$ cat config.mk
export PLATFORM = sky130hd
export DESIGN_NAME = ram_access
export DESIGN_NICKNAME = d
export VERILOG_FILES = /design/src/rtl/ram_access_pkg.sv /design/src/rtl/ram_access_sync_edge.sv /design/src/rtl/ram_access.sv
export SDC_FILE = /design/constraint.sdc
export NUM_CORES = 1
export LEC_CHECK = 0
export BUFFER_PORTS_ARGS = -buffer_cell sky130_fd_sc_hd__buf_4
export CAP_MARGIN = 5
export CORE_MARGIN = 2
export CORE_UTILIZATION = 35
export DETAILED_ROUTE_END_ITERATION = 7
export GPL_ROUTABILITY_DRIVEN = 0
export SLEW_MARGIN = 40
export SYNTH_ARGS = -nofsm -noshare
export SYNTH_HDL_FRONTEND = slang
export SYNTH_SLANG_ARGS = --single-unit
$ cat constraint.sdc
create_clock -name fpga_clk -period 2.4 [get_ports fpga_clk]
set_clock_uncertainty 0.15 [all_clocks]
set_input_delay 0.12 -clock fpga_clk [delete_from_list [all_inputs] [get_ports fpga_clk]]
set_output_delay 0.12 -clock fpga_clk [all_outputs]
set_load 0.01 [all_outputs]
$ cat src/rtl/ram_access_pkg.sv
// ram_access_pkg
// Shared definitions for the CPU-to-block-RAM access bridge:
//   - state_e : bus-cycle sequencer states
//   - CNT_W   : width of the in-cycle counter
//   - sat_inc : saturating increment for that counter
package ram_access_pkg;

  localparam int CNT_W = 3;

  typedef enum logic [2:0] {
    ST_IDLE,
    ST_READ,
    ST_HOLD,
    ST_WRITE,
    ST_WAIT_LOW
  } state_e;

  // The counter sticks at all-ones so a long phi2 high phase can never
  // wrap it back into a value that re-triggers a strobe.
  function automatic logic [CNT_W-1:0] sat_inc(input logic [CNT_W-1:0] v);
    return (v == '1) ? v : v + CNT_W'(1);
  endfunction

endpackage

$ cat src/rtl/ram_access_sync_edge.sv
// sync_edge
// Two-flop synchronizer for an asynchronous strobe, followed by one delay
// flop so single-cycle rise/fall pulses can be generated in the clock domain.
// Ports:
//   i_clk    : clock
//   i_rst_n  : asynchronous active-low reset
//   i_async  : asynchronous input level
//   o_rise   : one-cycle pulse, synchronized input went 0->1
//   o_fall   : one-cycle pulse, synchronized input went 1->0
module sync_edge (
  input  logic i_clk,
  input  logic i_rst_n,
  input  logic i_async,
  output logic o_rise,
  output logic o_fall
);

  logic r_meta;
  logic r_sync;
  logic r_dly;

  always_ff @(posedge i_clk or negedge i_rst_n) begin
    if (!i_rst_n) begin
      r_meta <= 1'b0;
      r_sync <= 1'b0;
      r_dly  <= 1'b0;
    end else begin
      r_meta <= i_async;
      r_sync <= r_meta;
      r_dly  <= r_sync;
    end
  end

  assign o_rise = r_sync & ~r_dly;
  assign o_fall = ~r_sync & r_dly;

endmodule

$ cat src/rtl/ram_access.sv
// ram_access
// Turns each selected 6502 bus cycle (one phi2 high phase) into exactly one
// block-RAM read or write in the fpga_clk domain.
// Ports:
//   fpga_clk, reset_n       : clock, asynchronous active-low reset
//   phi2                    : CPU phase-2 clock (asynchronous)
//   address, rwbar, cs_ram  : CPU cycle description, stable before phi2 rises
//   data_in                 : CPU write data
//   ram_rdata               : RAM read data, RD_LATENCY cycles after ram_re
//   ram_addr/ram_re/ram_we/ram_wdata : RAM port
//   data_out/data_oe        : CPU read data and bus enable
//   late_error              : sticky, a read was cut short by phi2 falling
module ram_access
  import ram_access_pkg::*;
#(
  parameter int ADDR_WIDTH = 16,
  parameter int RD_LATENCY = 2,
  parameter int WR_SAMPLE  = 4
) (
  input  logic                  fpga_clk,
  input  logic                  reset_n,
  input  logic                  phi2,
  input  logic [15:0]           address,
  input  logic                  rwbar,
  input  logic                  cs_ram,
  input  logic [7:0]            data_in,
  input  logic [7:0]            ram_rdata,
  output logic [ADDR_WIDTH-1:0] ram_addr,
  output logic                  ram_re,
  output logic                  ram_we,
  output logic [7:0]            ram_wdata,
  output logic [7:0]            data_out,
  output logic                  data_oe,
  output logic                  late_error
);

  // Read data is taken RD_LATENCY cycles after the cycle that strobed ram_re.
  localparam logic [CNT_W-1:0] RD_DONE = CNT_W'(RD_LATENCY);
  // Write counting starts at 1 in the cycle after rise; the strobe is
  // registered, so it is scheduled one count early to land on WR_SAMPLE.
  localparam logic [CNT_W-1:0] WR_LAST = CNT_W'(WR_SAMPLE - 1);

  logic w_rise;
  logic w_fall;

  state_e           r_state, w_state_next;
  logic [CNT_W-1:0] r_cnt, w_cnt_next;
  logic [ADDR_WIDTH-1:0] r_ram_addr;
  logic             r_rwbar;
  logic             r_cs;
  logic [7:0]       r_data_out;
  logic [7:0]       r_ram_wdata;
  logic             r_ram_we;
  logic             r_late_error;

  logic w_start;
  logic w_re;
  logic w_load_dout;
  logic w_load_wdata;
  logic w_set_late;

  sync_edge u_phi2_sync (
    .i_clk   (fpga_clk),
    .i_rst_n (reset_n),
    .i_async (phi2),
    .o_rise  (w_rise),
    .o_fall  (w_fall)
  );

  always_comb begin
    w_state_next = r_state;
    w_cnt_next   = r_cnt;
    w_start      = 1'b0;
    w_re         = 1'b0;
    w_load_dout  = 1'b0;
    w_load_wdata = 1'b0;
    w_set_late   = 1'b0;

    // A falling phi2 ends the bus cycle whatever stage it reached.
    if (w_fall) begin
      w_state_next = ST_IDLE;
      w_cnt_next   = '0;
      w_set_late   = (r_state == ST_READ);
    end else begin
      unique case (r_state)
        ST_IDLE: begin
          if (w_rise) begin
            w_start = 1'b1;
            if (cs_ram) begin
              w_state_next = rwbar ? ST_READ : ST_WRITE;
              w_cnt_next   = rwbar ? '0 : CNT_W'(1);
            end
          end
        end
        ST_READ: begin
          w_re       = (r_cnt == '0) && r_cs && r_rwbar;
          w_cnt_next = sat_inc(r_cnt);
          if (r_cnt == RD_DONE) begin
            w_load_dout  = 1'b1;
            w_state_next = ST_HOLD;
          end
        end
        ST_WRITE: begin
          w_cnt_next = sat_inc(r_cnt);
          if (r_cnt == WR_LAST) begin
            w_load_wdata = 1'b1;
            w_state_next = ST_WAIT_LOW;
          end
        end
        ST_HOLD, ST_WAIT_LOW: begin
        end
        default: w_state_next = ST_IDLE;
      endcase
    end
  end

  always_ff @(posedge fpga_clk or negedge reset_n) begin
    if (!reset_n) begin
      r_state      <= ST_IDLE;
      r_cnt        <= '0;
      r_ram_addr   <= '0;
      r_rwbar      <= 1'b0;
      r_cs         <= 1'b0;
      r_data_out   <= '0;
      r_ram_wdata  <= '0;
      r_ram_we     <= 1'b0;
      r_late_error <= 1'b0;
    end else begin
      r_state  <= w_state_next;
      r_cnt    <= w_cnt_next;
      r_ram_we <= w_load_wdata;
      if (w_start) begin
        r_ram_addr <= address[ADDR_WIDTH-1:0];
        r_rwbar    <= rwbar;
        r_cs       <= cs_ram;
      end
      if (w_load_dout) begin
        r_data_out <= ram_rdata;
      end
      if (w_load_wdata) begin
        r_ram_wdata <= data_in;
      end
      if (w_set_late) begin
        r_late_error <= 1'b1;
      end
    end
  end

  assign ram_addr   = r_ram_addr;
  assign ram_re     = w_re;
  assign ram_we     = r_ram_we;
  assign ram_wdata  = r_ram_wdata;
  assign data_out   = r_data_out;
  // Raw phi2 gate: the bus is released as soon as the CPU drops phi2,
  // without waiting for the synchronized fall.
  assign data_oe    = (r_state == ST_HOLD) & phi2;
  assign late_error = r_late_error;

endmodule

==> reports/results.txt, run 1 <==
The total chip power is 0.002676 W, and the count of buffers added by post-CTS timing repair for setup is 0. The synthesized design spends more area on one cell type than any other, namely sky130_fd_sc_hd__dfrtp_1. Dividing the detail-routed via count by the number of cells gives 4.690. In the final routed layout, each cell accounts on average for 14.33 um.

From bottom edge to top edge, the die measures 77.57 um. The area enclosed by the die boundary was 0.006017 mm2. At the worst endpoint, the required time is 2.42 ns.

The async set or reset register ratio after synthesis came out at 100.0%. For the initial antenna violation count, the log shows 0. Counting every sink on the clock net gives 45.

At the end of the flow, the number of nets in the layout was 287. Across the VDD grid, the largest voltage drop is 0.0006655 V. The synthesized cell area came out at 0.001894 mm2.

The pin count of the biggest net entering global routing was 46. Once detail routing completed, the nets flagged for antenna violations numbered 0. Ranked by total cell area, the synthesized netlist is headed by sky130_fd_sc_hd__dfrtp_1, sky130_fd_sc_hd__mux2_2, sky130_fd_sc_hd__ha_1. For the floorplan core area, the log shows 0.005172 mm2. The tools report the leakage component of the power as 1.395 nW. Synthesis produced a netlist with a net count of 175.

The tools report the via count as 1482. The critical path startpoint category was a flip-flop. The total count of hold-check failures in the final report was 0. The flow ran to the end, and the final reports show no timing, DRC or antenna violations.

The run gives 0 as the antenna diode instance count. After layout, the worst path uses 84.98% of the clock period. For the top-level port count, the log shows 73. The layout has 436 filler cells.

Setup repair after global routing left no endpoint under its margin. The floorplan step set the die width to 77.57 um. The final setup TNS was 0 ns.

The run gives 31 as the count of distinct cell types in the synthesized netlist. TritonCTS built the clock tree. By count the netlist is led by sky130_fd_sc_hd__dfrtp_1, sky130_fd_sc_hd__mux2_2, sky130_fd_sc_hd__ha_1, sky130_fd_sc_hd__inv_1, sky130_fd_sc_hd__nor2_1.

For the finished layout, the period the worst path requires is 2.040 ns. The data arrival time of the critical path is 2.06 ns, and the hold buffer count at CTS is 35. Summed over all layers, the routed wires come to 4.527 mm. The upper clock frequency limit was 490.3 MHz; the instance count of the mapped netlist was 133. Yosys instantiated no cell more often than sky130_fd_sc_hd__dfrtp_1. In this run, synthesis produced a sequential element count of 45. In this run the tool buffered the top-level ports with 72 buffer cells. Setup violations remaining at the end of the flow were counted as 0.

For this block, the initial DRC count from the detailed router was 96. Relative to the synthesized area, the layout overhead comes to 55.48%. The worst setup path is captured at a flip-flop. The first global-routing pass estimated 7.493 mm of wire. The run gives 15.59% as the global router's overall resource usage. Max-slew violation total from the final report: 0.

For this run, the leading register cell type out of synthesis is sky130_fd_sc_hd__dfrtp_1. The average cell area after synthesis came out at 14.24 um2. The run gives 0.29 ns as the worst-skew pair later-pin latency. The area share of the largest cell type after synthesis is 59.45%.

The kind of path behind the tightest hold check is input pin to flip-flop. For the HPWL after detailed placement, the log shows 3.107 mm. The clock tree synthesis step divided the H-tree into 2 levels.

The length of the first detailed-routing pass in iterations was 4; the number of enable-type register cells in the synthesized netlist was 0. Power spread over the standard cell area amounts to 908.7 mW/mm2. The category of the most critical setup path is flip-flop to flip-flop. The layout cell share with drive strength beyond 1 is 48.37%. In this run the core area contains 26 standard-cell rows. The tools report the post-detailed-route DRC marker count as 0.

In this run the clock root is driven by a sky130_fd_sc_hd__clkbuf_8. Of all nets on the critical path, the largest fanout is 18. The run gives 0 as the total congestion overflow. Clock-pin slew was measured on the worst setup and hold paths at 0.08 ns.

The worst-margin pin slew was 0.5743 ns. The synthesis warning total was 0; the post-CTS resize count was 0. Sequential cells were found to cover 59.45% of the synthesized design area.

For the initial standard-cell utilization of the core, the log shows 36.62%. For the max-capacitance violation count, the log shows 0. Maximum count of clock buffers along a single path: 2.

For the TritonCTS buffer count, the log shows 5. The number of global-route vias before repair is 1626. Measured against its own limit, the worst slew margin works out to 61.64%.
==> area by class of cell <==
type	count	area, um2	share of cell area [%]
clock inverter	1	5.005	0.1699
clock buffer	7	96.34	3.271
timing repair buffer	108	898.4	30.50
tap	70	87.58	2.974
multi-input combinational	80	713.2	24.21
sequential	45	1126	38.23
inverter	5	18.77	0.6372
==> per-layer routing <==
layer  track usage, %  vias up  share of wire [%]
met5                0        -                  0
li1                 -      693                  -
met1            17.99      732                 40
met4            5.179        0                2.1
met3            4.767        8                5.5
met2            27.48       49                 52
==> worst max-delay path: stages, from the launching register on <==
cell and delay (ns):
sky130_fd_sc_hd__dfrtp_1 0.48, sky130_fd_sc_hd__or4b_4 0.62, sky130_fd_sc_hd__nor2_8 0.29, sky130_fd_sc_hd__mux2_2 0.38
==> final timing paths <==
check | slack [ns] | startpoint | cells past startpoint | end
max | 0.36 | r_state[2] | 3 | ram_addr[2]
min | 0.03 | cs_ram | 3 | r_state[1]
max reg2reg | 0.36 | r_state[2] | 3 | ram_addr[2]
max in group asynchronous | 1.49 | reset_n | 2 | data_out[1]
min in group asynchronous | 0.21 | reset_n | 2 | ram_we
min reg2reg | 0.21 | u_phi2_sync.r_meta | 0 | u_phi2_sync.r_sync
==> stage by stage <==
stage	utilization [%]	setup slack (ns)	hold WS (ns)	cells	area, um2
3_5_place_dp	48.21	0.3721	0.009919	273	2494
3_3_place_gp	48.21	0.4421	-0.0007011	273	2494
6_report	56.94	0.3605	0.03012	316	2945
5_1_grt	56.94	0.2780	0.05525	316	2945
2_1_floorplan	-	0.4546	-0.3256	133	1894
4_1_cts	56.94	0.3538	0.01909	316	2945
==> flip-flops by register name (all words and copies together), names as in the netlist <==
register and flops:
u_phi2_sync.r_dly 1, data_out 8, r_cs 1, u_phi2_sync.r_meta 1, r_rwbar 1, ram_wdata 8, ram_addr 16, late_error 1
ram_we 1, u_phi2_sync.r_sync 1, r_state 3, r_cnt 3
==> where the power goes <==
part	internal [W]	switching (W)	total, W
combinational	0.000584	0.000390	0.000974
clock	0.000260	0.000249	0.000510
sequential	0.00102	0.000175	0.00119
==> kinds of logic after synthesis <==
| family | count (synthesis) | share of synthesized area [%] |
|---|---|---|
| AOI/OAI and AO/OA | 16 | 5.285 |
| and+or+nand+nor | 26 | 9.445 |
| adders and majority gates | 5 | 3.303 |
| muxes | 33 | 19.62 |
| buffers and inverters | 8 | 2.906 |
| DFF | 45 | 59.45 |
==> placed cells by master (no fill, tap or decap), types with 2 or more instances in the layout <==
cell type / netlist / layout
sky130_fd_sc_hd__a21oi_1: 3 / 3
sky130_fd_sc_hd__a31oi_1: 3 / 3
sky130_fd_sc_hd__buf_4: 0 / 73
sky130_fd_sc_hd__clkbuf_8: 0 / 7
sky130_fd_sc_hd__dfrtp_1: 45 / 45
sky130_fd_sc_hd__dlygate4sd3_1: 0 / 35
sky130_fd_sc_hd__ha_1: 5 / 5
sky130_fd_sc_hd__inv_1: 5 / 5
sky130_fd_sc_hd__mux2_2: 33 / 33
sky130_fd_sc_hd__nand2_1: 4 / 4
sky130_fd_sc_hd__nand2b_1: 2 / 2
sky130_fd_sc_hd__nor2_1: 5 / 5
sky130_fd_sc_hd__nor2b_1: 2 / 2
sky130_fd_sc_hd__nor3b_1: 2 / 2
sky130_fd_sc_hd__nor4b_1: 2 / 2
sky130_fd_sc_hd__o21ai_0: 4 / 4
No activity file was read; power rests on OpenSTA's default activity.
==> inputs of run 2 (changes only) <==
--- a/config.mk
+++ b/config.mk
@@ -5,6 +5,7 @@
 export SDC_FILE = /design/constraint.sdc
 export NUM_CORES = 1
 export LEC_CHECK = 0
+export ABC_AREA = 1
 export BUFFER_PORTS_ARGS = -buffer_cell sky130_fd_sc_hd__buf_4
 export CAP_MARGIN = 5
 export CORE_MARGIN = 2
==> constraint.sdc (replaced) <==
create_clock -name fpga_clk -period 1.9 [get_ports fpga_clk]
set_clock_uncertainty 0.15 [all_clocks]
set_input_delay 0.095 -clock fpga_clk [delete_from_list [all_inputs] [get_ports fpga_clk]]
set_output_delay 0.095 -clock fpga_clk [all_outputs]
set_load 0.01 [all_outputs]
==> reports/results.txt, run 2 <==
The run finished with clean final reports. Before antenna repair, the detailed router went through 4 iterations. In this run, the clock network consumes 17.3% of the power. Endpoint class of the critical path: a primary output.

The final layout contains 374 nets. The post-route standard cell area excluding fillers was 0.003033 mm2. Summed over all layers, the global routing overflow is 0. For this run, the total global-route usage over all layers was measured as 15.91%. The worst max-slew margin expressed relative to the limit was 62.04%; the number of design-rule violations left by the first detailed-router iteration was 109. Across the run, the number of max-cap violations was 0. The number of nets produced by synthesis was 264.

Setup repair after global routing left no endpoint under its margin. Entering global routing, the biggest net connects 46 pins. The total chip power was 0.003315 W. The worst stage delay on the critical path works out to 0.42 ns.

Row generation in the floorplan step produced 27 rows. Derived from the worst setup path, the maximum achievable clock frequency is 600.9 MHz. Yosys attributes the largest share of cell area to sky130_fd_sc_hd__dfrtp_1, sky130_fd_sc_hd__nand2_1, sky130_fd_sc_hd__o21ai_2. The die is 79.91 um tall. The count of buffering cells on the critical path with inverters included is 2. The floorplan core area was 0.005540 mm2; the synthesized cell area was 0.002017 mm2.

The max-slew violation total from the final report is 0, and the final critical-path share of the clock period is 87.59%. sky130_fd_sc_hd__dfrtp_1 takes more of the synthesized area than any other cell. The tools report the register share of total power as 43.7%. The count of final setup violators came out at 0. The final period demand of the worst path was 1.664 ns. In this run the critical register-to-register path is captured at data_out[1].

The area enclosed by the die boundary came out at 0.006386 mm2. The top-level port count was 73; the switching power of the nets was 0.001187 W. Leakage component of the power: 1.596 nW. The routed design has 4.785 mm of wire. For this configuration, the core starts out at a cell density of 36.40%.

On the critical path, the stage with the largest delay is an instance of sky130_fd_sc_hd__dfrtp_1. In this run the remaining antenna-violating nets after routing total 0. The Yosys step of the flow raised 0 warnings. The area overhead of the layout relative to synthesis came out at 50.37%.

The critical path startpoint category is a flip-flop. Counting flops with an async set or reset pin after synthesis yields a share of 100.0%. The cell with the most instances after synthesis was sky130_fd_sc_hd__nand2_1.

The root buffer cell was sky130_fd_sc_hd__clkbuf_8. The footprint of the multi-input gates is 743.2 um2. TritonCTS built the clock tree. The run gives 0 as the initial antenna violation count. The kind of path behind the tightest hold check was input pin to async pin. The synthesized netlist contains 24 unique library cells. Grouping stages by cell kind, the critical path spends the most delay in simple AND/OR/NAND/NOR gates. Walking the worst path, the cells encountered are inv_2, nand2_2, nor2_4, nand2_1, nor2_1, buf_4. Average cell area after synthesis: 9.085 um2. In the routed design, unresolved DRC markers number 0. The layout has 519 filler cells. The total placed instance area is 0.002586 mm2, and the layout cell share with drive strength beyond 1 is 31.23%. The maximum count of clock buffers along a single path was 2; the total count of hold-check failures in the final report was 0. The run gives 5 as the TritonCTS buffer count. For the worst setup path, the data required time is 1.65 ns. The number of antenna diodes in the final layout is 0. For the internal power contribution, the log shows 0.002128 W.

The worst hold slack across all endpoints was 0.2028 ns; the power per cell area was 1093 mW/mm2. The sequential cells in the finished layout cover a total of 0.001126 mm2. The final route contains 1743 vias.

In the final timing run, aggregate negative setup slack is 0 ns. The leading register cell type out of synthesis was sky130_fd_sc_hd__dfrtp_1. The first global-routing pass estimated 7.845 mm of wire. The clock edge transition at the registers on the reported setup and hold paths is 0.08 ns, and the switching power share of the total is 35.81%. Routed via count divided by cell count: 4.304. CTS built an H-tree with a depth of 2. The worst-margin pin slew works out to 0.5695 ns.

The instance count of the mapped netlist came out at 222. Leaving out fill and tap cells, the most frequent cell in the layout is sky130_fd_sc_hd__nand2_1. In the layout the commonest cells are sky130_fd_sc_hd__nand2_1, sky130_fd_sc_hd__buf_4, sky130_fd_sc_hd__dfrtp_1. The area share of the largest cell type after synthesis is 55.83%, and the number of enable-type register cells in the synthesized netlist is 0. In this run the horizontal extent of the chip is 79.91 um. After detailed routing, the average wire length per cell comes to 11.81 um. The share of total power dissipated in combinational logic is 39.0%. The count of buffers added by post-CTS timing repair for setup is 0, and the register-to-register path setup slack is 0.34 ns. The startpoint identified for the worst register-to-register timing path is r_state[2].

Clock tree synthesis found a total of 45 sinks. The critical path is of the flip-flop to primary output type. The register with the most flip-flops in the layout has 16 of them. Port buffering added 72 buffers. Along the worst path, the maximum fanout reaches 5. The clock reaches the later pin of the worst-skew pair after 0.29 ns. The worst register-to-register path has a depth of 6. By count the netlist is led by sky130_fd_sc_hd__nand2_1, sky130_fd_sc_hd__dfrtp_1, sky130_fd_sc_hd__inv_1. The data arrival time of the critical path came out at 1.42 ns.

The share of the Yosys chip area taken by registers is 55.83%. The number of global-route vias before repair is 1752, and the largest voltage drop on the vdd net is 0.0005005 V. The HPWL after detailed placement is 3.157 mm. The instance count on the critical path was 6; the flip-flop and latch count after synthesis was 45.
[run 2: changes by cell type after synthesis, sizes merged, moves of 2 or more]
cell,delta
nor4b,-2
a21oi,-2
nor3b,-2
o21ai,+10
nor2b,-2
nand4,+2
nand3,+5
a31oi,-3
mux2,-33
inv,+15
nand2b,-2
nand2,+108
[run 2: cell type report]
| type | count | share of cell area (%) |
|---|---|---|
| Timing Repair Buffer | 108 | 29.70 |
| Clock inverter | 3 | 0.5776 |
| Sequential cell | 45 | 37.13 |
| Tap cell | 72 | 2.970 |
| Inverter | 21 | 2.847 |
| Multi-Input combinational cell | 151 | 24.50 |
| Clock buffer | 5 | 2.269 |
[run 2: worst max path at each step]
stage	to	from
2_1_floorplan	ram_addr[10]	r_state[1]
3_3_place_gp	data_out[2]	r_state[2]
3_5_place_dp	data_out[1]	r_state[2]
4_1_cts	ram_re	r_state[2]
5_1_grt	ram_re	r_state[2]
6_report	ram_re	r_state[2]
[run 2: power groups by stage]
stage          Combinational, W  Sequential [W]  Clock (W)
3_5_place_dp            0.00124         0.00146          0
6_report                0.00129         0.00145   0.000575
2_1_floorplan          0.000585         0.00155          0
4_1_cts                 0.00130         0.00145   0.000605
5_1_grt                 0.00144         0.00149   0.000649
3_3_place_gp            0.00123         0.00146          0
[run 2: metrics by stage]
step	util [%]	setup WS [ns]	std cells
final	54.74	0.2358	405
after global routing	54.74	0.1151	405
after CTS	54.74	0.2141	405
after detailed placement	46.68	0.3316	361
after global placement	46.68	0.3450	361
after floorplan	-	0.5181	222
[run 2: what timing repair did]
action / in CTS / in global routing
hold buffers: 36 / 0
hold endpoints to repair: 82 / 0
resized for setup: 0 / 0
[run 2: cell families (layout without fill, tap and decap cells)]
kind of cell | Yosys count | after routing | share of synthesized area [%]
buffers and inverters | 26 | 137 | 7.321
adders and majority gates | 5 | 5 | 3.102
DFF | 45 | 45 | 55.83
and+or+nand+nor | 130 | 130 | 28.16
AOI/OAI and AO/OA | 16 | 16 | 5.583
[run 2: per-layer routing]
layer	share of wire (%)	routed length, um	track usage (%)
met1	43	2038	19.00
met2	50	2404	26.67
met3	4.7	224	3.959
met4	2.4	117	7.627
met5	0	0	0
==> inputs of run 3 (changes only) <==
--- a/config.mk
+++ b/config.mk
@@ -9,9 +9,10 @@
 export BUFFER_PORTS_ARGS = -buffer_cell sky130_fd_sc_hd__buf_4
 export CAP_MARGIN = 5
 export CORE_MARGIN = 2
-export CORE_UTILIZATION = 35
+export CORE_UTILIZATION = 49
 export DETAILED_ROUTE_END_ITERATION = 7
 export GPL_ROUTABILITY_DRIVEN = 0
+export PLACE_DENSITY = 0.79
 export SLEW_MARGIN = 40
 export SYNTH_ARGS = -nofsm -noshare
 export SYNTH_HDL_FRONTEND = slang
==> reports/results.txt, run 3 (synthesized netlist as in run 2, its figures left out) <==
The number of cells in the finished layout apart from fillers was 383; the length of the first detailed-routing pass in iterations was 4. Clock-pin slew was measured on the worst setup and hold paths at 0.08 ns. The floorplan row count was 23; the worst stage delay on the critical path was 0.42 ns. The via count is 1775, and the maximum fanout encountered on the critical timing path is 5. Area overhead of the layout relative to synthesis: 50.50%.

Once detail routing completed, the nets flagged for antenna violations numbered 0. The first global-routing pass estimated 7.679 mm of wire. Setup repair after global routing left no endpoint under its margin. The cell family with the largest share of critical-path delay was simple AND/OR/NAND/NOR gates. The routed via count divided by cell count was 4.634; the largest voltage drop on the vdd net was 0.0006757 V. Wires add up to 4.807 mm. The worst path uses 87.34% of the clock period.

Number of I/O port buffers: 72. The clock passes through at most 2 buffers. Summed over all nets, the half-perimeter wirelength after detailed placement is 3.035 mm. During I/O placement, the number of pins put on the boundary was 73.

The number of clock sinks is 45. Category of the most critical setup path: flip-flop to primary output. The cell with the largest stage delay on the worst path is sky130_fd_sc_hd__dfrtp_1. The tools report the endpoint class of the critical path as a primary output.

The total congestion overflow is 0, and the max-capacitance violation count is 0. The TritonCTS buffer count was 5. Critical path startpoint category: a flip-flop. For the global router's overall resource usage, the log shows 22.52%. The power per cell area was 1149 mW/mm2; the count of final setup violators was 0. The number of H-tree branching levels came out at 2. Counting tap cells, the placed design contains a total of 339 instances. The critical path goes through inv_2, nand2_2, nor2_4, nand2_1, nor2_1, buf_4.

The die span in y is 68.16 um, and the upper clock frequency limit is 602.6 MHz. The layout has 293 filler cells. At the pin with the least slew margin, the transition time is 0.5471 ns. For this run, the share of the core covered by cells in the final layout is 76.43%. The data required time of the critical path is 1.65 ns, and the final period demand of the worst path is 1.660 ns. For the count of buffers added by post-CTS timing repair for setup, the log shows 0. Prior to clock tree synthesis, the placed netlist has a worst setup slack of 0.3622 ns. The die covers 0.004645 mm2.

The tools report the max-slew violation total from the final report as 0. For the leakage component of the power, the log shows 1.611 nW. The tools report the root buffer cell as sky130_fd_sc_hd__clkbuf_8. The net count reported at finish was 374. Kind of path behind the tightest hold check: input pin to async pin. TritonCTS built the clock tree. The total count of hold-check failures in the final report is 0, and the initial antenna violation count is 0.

The flow ran to the end, and the final reports show no timing, DRC or antenna violations. The worst pin sits at a relative slew slack of 63.53%. The number of global-route vias before repair was 1697. The count of buffering cells on the critical path with inverters included was 2.

The number of design-rule violations left by the first detailed-router iteration was 54; the layout cell share with drive strength beyond 1 was 30.93%. For the slack of the critical path, the log shows 0.2405 ns. In the routed design, unresolved DRC markers number 0. 0 antenna diodes ended up in the layout.

The floorplan core area came out at 0.003971 mm2. The average wire per standard cell was 12.55 um. The design draws 0.003487 W.

The horizontal extent of the die came out at 68.16 um. Leaving out fill and tap cells, the most frequent cells in the layout are sky130_fd_sc_hd__nand2_1, sky130_fd_sc_hd__buf_4, sky130_fd_sc_hd__dfrtp_1. The pin count of the biggest net entering global routing is 46. STA puts the critical path data arrival time at 1.41 ns.

The library cell used most frequently in the layout, excluding fill and tap cells, is sky130_fd_sc_hd__nand2_1. At the later pin of the worst-skew pair, clock insertion delay measures 0.29 ns. Final setup TNS: 0 ns. The tools report the initial standard-cell utilization of the core as 50.79%.

Number of flip-flops in the largest register: 16.
run 3: cell types whose count changed in the layout (fill, tap and decap cells not counted), sizes merged:
| cell | change |
|---|---|
| bufinv | +1 |
| clkbuf | +2 |
| clkinv | -2 |
| clkinvlp | -1 |
run 3: final cells by class:
| cell class | count | area, um2 | area share, % |
|---|---|---|---|
| Clock buffer | 7 | 86.33 | 2.844 |
| Clock inverter | 1 | 30.03 | 0.9893 |
| Inverter | 21 | 86.33 | 2.844 |
| Multi-Input combinational cell | 151 | 743.2 | 24.48 |
| Sequential cell | 45 | 1126 | 37.10 |
| Tap cell | 50 | 62.56 | 2.061 |
| Timing Repair Buffer | 108 | 900.9 | 29.68 |
run 3: what timing repair did:
item	in CTS	in global routing
resized for setup	0	0
hold buffers	36	0
endpoints found under the hold margin	82	0
run 3: stage by stage:
| step | hold slack [ns] | instance area (um2) |
|---|---|---|
| after detailed placement | -0.02959 | 2559 |
| after floorplan | -0.3506 | 2017 |
| after global placement | -0.02600 | 2559 |
| after CTS | 0.1918 | 3035 |
| final | 0.1820 | 3035 |
| after global routing | 0.2221 | 3035 |
run 3: where the power goes:
| group | switching [W] | total, W | internal (W) |
|---|---|---|---|
| clock | 0.000307 | 0.000735 | 0.000429 |
| combinational | 0.000678 | 0.00130 | 0.000624 |
| sequential | 0.000198 | 0.00145 | 0.00125 |
| total | 0.00118 | 0.00349 | 0.00230 |
run 3: final timing paths:
kind	slack, ns	cells past startpoint	endpoint	start
worst max register to register	0.35	6	data_out[7]	r_state[2]
worst min register to register	0.21	0	u_phi2_sync.r_sync	u_phi2_sync.r_meta
worst min-delay path	0.18	2	data_out[1]	reset_n
min in group fpga_clk	0.21	0	u_phi2_sync.r_sync	u_phi2_sync.r_meta
worst max-delay path	0.24	6	ram_re	r_state[2]
max in group asynchronous	1.05	2	u_phi2_sync.r_dly	reset_n
run 3: routing by layer:
layer	vias to the layer above	GRT usage, %	wire length, um
met2	49	37.01	2496
met3	15	6.086	219
met4	0	8.750	144
met5	-	0	0
li1	896	-	-
met1	815	28.22	1947
